[config.mk]
export PLATFORM = sky130hd
export DESIGN_NAME = mov8_sequencer
export DESIGN_NICKNAME = d
export VERILOG_FILES = /design/src/rtl/mov8_sequencer.sv
export SDC_FILE = /design/constraint.sdc
export NUM_CORES = 1
export LEC_CHECK = 0
export CAP_MARGIN = 10
export CORE_UTILIZATION = 53
export DETAILED_ROUTE_END_ITERATION = 16
export PLACE_DENSITY = 0.9
export SLEW_MARGIN = 15
export SYNTH_ARGS = -nofsm -noshare
export SYNTH_HDL_FRONTEND = slang
export SYNTH_SLANG_ARGS = --single-unit
[constraint.sdc]
create_clock -name clk -period 2.6 [get_ports clk]
set_input_delay 0.52 -clock clk [delete_from_list [all_inputs] [get_ports clk]]
set_output_delay 0.52 -clock clk [all_outputs]
set_load 0.01 [all_outputs]
[src/rtl/mov8_sequencer.sv]
// MOV8 register-transfer sequencer: drives one-hot source select and destination
// load strobes for a 00DDDSSS move, with settle / load / hold phases.
//   state  | meaning
//   IDLE   | waiting for start
//   SEL    | source drives the bus, SETTLE cycles
//   LOAD   | destination strobe high, LOAD_W cycles
//   HOLD   | bus held one cycle past the strobe
//   DONE   | one-cycle completion pulse, may accept the next start
module mov8_sequencer #(
  parameter int SETTLE = 2,
  parameter int LOAD_W = 1
) (
  input  logic       clk,
  input  logic       reset,
  input  logic       start,
  input  logic [7:0] instr,
  output logic [7:0] sel,
  output logic [7:0] ld,
  output logic       busy,
  output logic       done,
  output logic       err
);

  typedef enum logic [2:0] {S_IDLE, S_SEL, S_LOAD, S_HOLD, S_DONE} state_t;

  localparam logic [3:0] SETTLE_M1 = 4'(SETTLE - 1);
  localparam logic [3:0] LOAD_M1   = 4'(LOAD_W - 1);

  state_t      state_q, state_d;
  logic [3:0]  cnt_q, cnt_d;
  logic [5:0]  instr_q, instr_d;
  logic [7:0]  sel_q, sel_d, ld_q, ld_d;
  logic        busy_q, busy_d, done_q, done_d, err_q, err_d;
  logic [2:0]  src, dst;

  always_comb begin
    state_d = state_q;
    cnt_d   = cnt_q;
    instr_d = instr_q;
    err_d   = 1'b0;
    case (state_q)
      S_IDLE, S_DONE: begin
        state_d = S_IDLE;
        cnt_d   = 4'd0;
        if (start) begin
          if (instr[7:6] == 2'b00) begin
            state_d = S_SEL;
            instr_d = instr[5:0];
            cnt_d   = SETTLE_M1;
          end else begin
            err_d = 1'b1;
          end
        end
      end
      S_SEL: begin
        if (cnt_q == 4'd0) begin
          state_d = S_LOAD;
          cnt_d   = LOAD_M1;
        end else begin
          cnt_d = cnt_q - 4'd1;
        end
      end
      S_LOAD: begin
        if (cnt_q == 4'd0) begin
          state_d = S_HOLD;
          cnt_d   = 4'd0;
        end else begin
          cnt_d = cnt_q - 4'd1;
        end
      end
      S_HOLD: begin
        state_d = S_DONE;
        cnt_d   = 4'd0;
      end
      default: begin
        state_d = S_IDLE;
        cnt_d   = 4'd0;
      end
    endcase
  end

  // Outputs are decoded from the next state so they come straight out of flops.
  always_comb begin
    src    = instr_d[2:0];
    dst    = instr_d[5:3];
    busy_d = (state_d == S_SEL) || (state_d == S_LOAD) || (state_d == S_HOLD);
    sel_d  = (busy_d && (src != dst)) ? (8'b1 << src) : 8'h00;
    ld_d   = (state_d == S_LOAD) ? (8'b1 << dst) : 8'h00;
    done_d = (state_d == S_DONE);
  end

  always_ff @(posedge clk or posedge reset) begin
    if (reset) begin
      state_q <= S_IDLE;
      cnt_q   <= 4'd0;
      instr_q <= 6'd0;
      sel_q   <= 8'h00;
      ld_q    <= 8'h00;
      busy_q  <= 1'b0;
      done_q  <= 1'b0;
      err_q   <= 1'b0;
    end else begin
      state_q <= state_d;
      cnt_q   <= cnt_d;
      instr_q <= instr_d;
      sel_q   <= sel_d;
      ld_q    <= ld_d;
      busy_q  <= busy_d;
      done_q  <= done_d;
      err_q   <= err_d;
    end
  end

  assign sel  = sel_q;
  assign ld   = ld_q;
  assign busy = busy_q;
  assign done = done_q;
  assign err  = err_q;

endmodule

# Word level (Yosys, flattened, before mapping)
# Cells that the tools add are included.
[op_classes] addsub=1 eq_ne=9 shifts=2 muxes=17 n_reduce_logical=8
[ops] cell="2-to-1 mux 6 bit" n=3
[ops] cell="2-to-1 mux 8 bit" n=2
[ops] cell="left shift 1 x 3 -> 8 bit (first input constant)" n=2
[ops] cell="== test 3 x 2 -> 1 bit (second input constant)" n=4
[ops] cell="case mux 3 bit (4 select lines)" n=1
[ops] cell="case mux 4 bit (2 select lines)" n=1
[ops] cell="2-to-1 mux 1 bit" n=7
[ops] cell="== test 3 x 1 -> 1 bit (second input constant)" n=2
[ops] cell="== test 3 bit (second input constant)" n=2
[ops] cell="2-to-1 mux 3 bit" n=2
[ops] cell="logical NOT 4 bit" n=1
[ops] cell="2-to-1 mux 4 bit" n=1
[ops] cell="OR reduction 2 bit" n=2
[ops] cell="subtractor 4 x 1 -> 4 bit (second input constant)" n=1
[ops] cell="logical NOT 3 bit" n=1
[ops] cell="inequality test 3 bit" n=1
[ops] cell="logical NOT 2 bit" n=1
[ops] cell="logical OR 1 bit" n=2
[ops] cell="logical AND 1 bit" n=1
[totals] regBits=32 in_bits=11 out_inout_bits=19

# Logic depth before layout (Yosys ltp)
[logic_depth] word_depth=9 ltp_mapped=6 ltp_nobuf=6

# Least setup slack after synthesis
# OpenSTA, ideal clock, no wires.
[synth_timing] path_type="register to register" startpoint="register cnt_q[0]" endpoint="register ld_q[0], in the netlist ld[0]" arrival_ns=1.673 slack_ns=0.861 stages_incl_launch_ff=7 n_path_buf=0 cell_sequence="dfrtp_1 inv_1 ha_1 nor3b_1 mux2i_1 nor3b_1 and3_2"
[synth_via] elab_chain_cells=5
[synth_rtl] element="start, declared" line_no="30" source="logic [3:0] cnt_q, cnt_d;"
[synth_rtl] element="start signal, assigned" line_no="104" source="cnt_q <= cnt_d;"
[synth_rtl] element="logical NOT 4 bit *" line_no="56, 64"
[synth_rtl] element="2-to-1 mux 3 bit (on tied branches)" line_no="64, 56"
[synth_rtl] element="case mux 3 bit (4 select lines) *" line_no="41" source="case (state_q)"
[synth_rtl] element="== test 3 x 2 -> 1 bit *" line_no="88" source="ld_d = (state_d == S_LOAD) ? (8'b1 << dst) : 8'h00;"
[synth_rtl] element="2-to-1 mux 8 bit *" line_no="88"
[synth_rtl] element="via ld_d[0]" line_no="32" source="logic [7:0] sel_q, sel_d, ld_q, ld_d;"
[synth_rtl] element="end signal, assigned" line_no="107" source="ld_q <= ld_d;"
[synth_rtl] element="end, declared" line_no="32"
# Mark *: on every way through the listed nets, which the timed path passes. The rest lies on a longest branch.

# Final worst setup path
# Ends and elaborated chain as after synthesis.

==> run_summary.xml <==
<?xml version="1.0" encoding="UTF-8"?>
<metrics>
  <group name="finish">
    <metric name="seqCellArea" unit="sq um">801</metric>
    <metric name="n_fill_cell" unit="">187</metric>
    <metric name="multiInputGateArea" unit="sq um">601</metric>
    <metric name="syn2layout_area_growth" unit="%">26.9</metric>
    <metric name="fin_area" unit="sq um">1820</metric>
    <metric name="instances_no_fill" unit="">190</metric>
    <metric name="diodes" unit="">0</metric>
    <metric name="drive_gt1_frac" unit="">0.163</metric>
    <metric name="final_net_count" unit="">172</metric>
  </group>
  <group name="power">
    <metric name="leakage" unit="uW">0.000816</metric>
    <metric name="finalPower" unit="uW">1870</metric>
    <metric name="power_density" unit="nW/um^2">1030</metric>
    <metric name="maximum_vdd_drop" unit="mV">0.634</metric>
  </group>
  <group name="critical_path">
    <metric name="worst_r2r_startpoint" unit="">cnt_q[0]</metric>
    <metric name="r2r_end" unit="">ld[0]</metric>
    <metric name="cp.arrival" unit="ns">2.30</metric>
    <metric name="crit_required" unit="ns">2.87</metric>
    <metric name="reg2reg_slack" unit="ns">0.57</metric>
    <metric name="crit_path_max_incr_delay" unit="ns">0.48</metric>
    <metric name="path_cells" unit="">inv_1, ha_1, nor3b_1, mux2i_1, nor3b_1, and3_2</metric>
    <metric name="timing.reg2reg.worst_path_depth" unit="">6</metric>
    <metric name="crit_path_top_delay_cell" unit="">nor3b_1</metric>
    <metric name="path_class" unit="">reg -&gt; reg</metric>
    <metric name="crit_path_frequent_cell" unit="">nor3b_1</metric>
    <metric name="cp_max_fo" unit="">4</metric>
    <metric name="worstSetupEndpointType" unit="">flop</metric>
    <metric name="cp-start-kind" unit="">flop</metric>
  </group>
  <group name="placement">
    <metric name="detailed_place_hpwl" unit="mm">2.06</metric>
    <metric name="port_buffers" unit="">29</metric>
    <metric name="place_congestion" unit="">0.793</metric>
    <metric name="dpl_worst_slack" unit="ns">0.364</metric>
    <metric name="detailed_place.area" unit="sq um">1760</metric>
    <metric name="place.detailed.instances" unit="">182</metric>
  </group>
  <group name="floorplanning">
    <metric name="die-area" unit="sq um">2920</metric>
    <metric name="die-width" unit="um">54.0</metric>
    <metric name="ioPinCount" unit="">30</metric>
    <metric name="start_util" unit="">0.569</metric>
    <metric name="placeableCoreArea" unit="sq um">2520</metric>
    <metric name="fp.dieH" unit="um">54.0</metric>
    <metric name="rows" unit="">18</metric>
  </group>
  <group name="yosys">
    <metric name="ys_seq_elements" unit="">32</metric>
    <metric name="synth-async-reset-ratio" unit="">1.00</metric>
    <metric name="syn_inst" unit="">123</metric>
    <metric name="synth_enable_flop_cells" unit="">0</metric>
    <metric name="synth_sequential_area_ratio" unit="">0.558</metric>
    <metric name="mappedNetlistNets" unit="">136</metric>
    <metric name="synth_area_per_cell" unit="sq um">11.7</metric>
    <metric name="ys_dominant_reg_cell" unit="">dfrtp_1</metric>
    <metric name="mappedNetlistArea" unit="sq um">1440</metric>
    <metric name="yosys_warnings" unit="">0</metric>
    <metric name="netlist-cell-type-count" unit="">38</metric>
  </group>
  <group name="drt">
    <metric name="finalWirelength" unit="mm">2.78</metric>
    <metric name="antenna_violating_nets_post_route" unit="">0</metric>
    <metric name="detailedRoute.firstIterationViolations" unit="">26</metric>
    <metric name="firstDrtPassIters" unit="">4</metric>
    <metric name="avgViaCountPerCell" unit="">5.61</metric>
    <metric name="routedWlPerCell" unit="um">14.6</metric>
    <metric name="post-route-drc-count" unit="">0</metric>
    <metric name="vias_post_dr" unit="">1066</metric>
  </group>
  <group name="sta">
    <metric name="worst_pin_slew" unit="ns">0.560</metric>
    <metric name="finalCriticalPeriod" unit="ns">2.03</metric>
    <metric name="slew_viol_final" unit="">0</metric>
    <metric name="timing.final.ws_setup" unit="ns">0.574</metric>
    <metric name="finalSetupViolations" unit="">0</metric>
    <metric name="setup_total_negative_slack" unit="ns">0</metric>
    <metric name="hold_viol" unit="">0</metric>
    <metric name="skew" unit="ns">0.0104</metric>
    <metric name="rsz0062_at_grt" unit="">false</metric>
    <metric name="relSlewSlack" unit="">0.626</metric>
    <metric name="highest_attainable_clock_frequency" unit="MHz">494</metric>
    <metric name="layout_worst_path_cycle_share" unit="">0.779</metric>
  </group>
  <group name="clock_network">
    <metric name="clk-insertion-delay-late" unit="ns">0.33</metric>
    <metric name="cts.repair.resized" unit="">0</metric>
    <metric name="reg_clk_slew_reported_paths" unit="ns">0.10</metric>
    <metric name="ctsHtreeMaxLevel" unit="">2</metric>
    <metric name="tritoncts" unit="">built</metric>
    <metric name="tritoncts.num_buffers" unit="">5</metric>
    <metric name="cts_hold_buffers" unit="">0</metric>
    <metric name="cts_sinks" unit="">32</metric>
    <metric name="clock_tree.root_cell" unit="">clkbuf_4</metric>
    <metric name="ctsLongestPathBuffers" unit="">2</metric>
    <metric name="post_cts.repair.setup_buffers" unit="">0</metric>
  </group>
  <group name="global_routing">
    <metric name="grt_max_degree" unit="">33</metric>
    <metric name="antenna_violations_before_repair" unit="">0</metric>
    <metric name="grt_util_all_layers" unit="">0.237</metric>
    <metric name="grt_pass1_vias" unit="">1077</metric>
    <metric name="global_route_wire_length_before_repair" unit="mm">4.69</metric>
    <metric name="total_congestion_overflow_after_global_routing" unit="">0</metric>
  </group>
  <group name="hold_path">
    <metric name="hp-class" unit="">reg -&gt; reg</metric>
    <metric name="hold_end" unit="">cnt_q[0]</metric>
    <metric name="launch_instance_of_the_worst_min_delay_path" unit="">cnt_q[0]</metric>
    <metric name="worstHoldPathCells" unit="">1</metric>
  </group>
  <group name="flow_run">
    <metric name="max_cap_violations" unit="">0</metric>
  </group>
  <group name="run_status">
    <metric name="status" unit="">finished, final reports clean</metric>
  </group>
</metrics>
[critical path, delay by kind of cell, from the launching register on]
family,cells,cell delay (ns)
AND/OR/NAND/NOR,3,1.04
flip-flops,1,0.41
multiplexers,1,0.30
adder cells (fa/ha/maj),1,0.14
buffers and inverters,1,0.09
[worst max path at each step]
stage | startpoint | endpoint | slack (ns)
after floorplan | cnt_q[0] | ld[0] | 0.86
after global placement | start | ld[1] | 0.43
after detailed placement | start | ld[5] | 0.36
after CTS | cnt_q[0] | ld[0] | 0.54
after global routing | cnt_q[0] | ld[0] | 0.39
final | cnt_q[0] | ld[0] | 0.57
[cell usage after synthesis, drive strengths merged (2+ instances only)]
cell type	number	share of area
nor4	2	0.0087
o21ai	7	0.024
a21oi	5	0.017
xnor2	8	0.049
ha	2	0.017
inv	6	0.016
nor3	7	0.024
nor2	11	0.031
mux2i	3	0.038
nand2b	3	0.013
nor3b	3	0.024
nor2b	3	0.013
nand3b	2	0.010
and3	5	0.025
and2	2	0.0087
dfrtp	32	0.56
nand3	2	0.0070
mux2	3	0.024
nand2	4	0.016
[through the flow]
step	hold WS [ns]	util
floorplan	0.460	-
global placement	0.505	0.697
detailed placement	0.499	0.697
CTS	0.517	0.722
global route	0.572	0.722
finish	0.522	0.722
[layout make-up]
type	count	area share
Clock inverter	2	0.00550
Tap cell	30	0.0206
Sequential cell	32	0.440
Timing Repair Buffer	30	0.164
Multi-Input combinational cell	84	0.330
Inverter	6	0.0124
Clock buffer	6	0.0282
[power by group]
group	leakage, uW	switching [uW]	total [uW]	internal (uW)
clock network	0.0000380	165	294	129
logic	0.000351	386	792	407
registers	0.000427	137	786	649
total	0.000816	688	1870	1180
[cells by family after synthesis]
kind of cell	after synthesis	share of synthesized area
flops	32	0.558
compound gates	19	0.0811
buf+inv	7	0.0235
xor+xnor	8	0.0488
mux	6	0.0619
fa+ha+maj	2	0.0174
simple gates	49	0.209
[flip-flops by register name, indices dropped and copies added (netlist names)]
signal	count
busy	1
cnt_q	4
done	1
err	1
instr_q	6
ld	8
sel	8
state_q	3
[routing by layer]
metal	GRT usage	vias up	share of wire
li1	-	506	-
met1	0.269	509	0.41
met2	0.368	44	0.50
met3	0.0734	7	0.069
met4	0.184	0	0.024
met5	0	-	0
[cell usage in the layout (no fill, tap or decap), types with 3 or more instances in the layout]
cell,synthesis,routed
a21oi_1,5,5
and3_2,4,4
clkbuf_4,0,5
clkdlybuf4s50_1,0,29
dfrtp_1,32,32
inv_1,4,4
mux2_2,3,3
nand2_1,3,3
nand2b_1,3,3
nor2_1,10,10
nor2b_1,3,3
nor3_1,7,7
o21ai_0,7,7
xnor2_1,8,8
(Power assumes the default switching activity.)
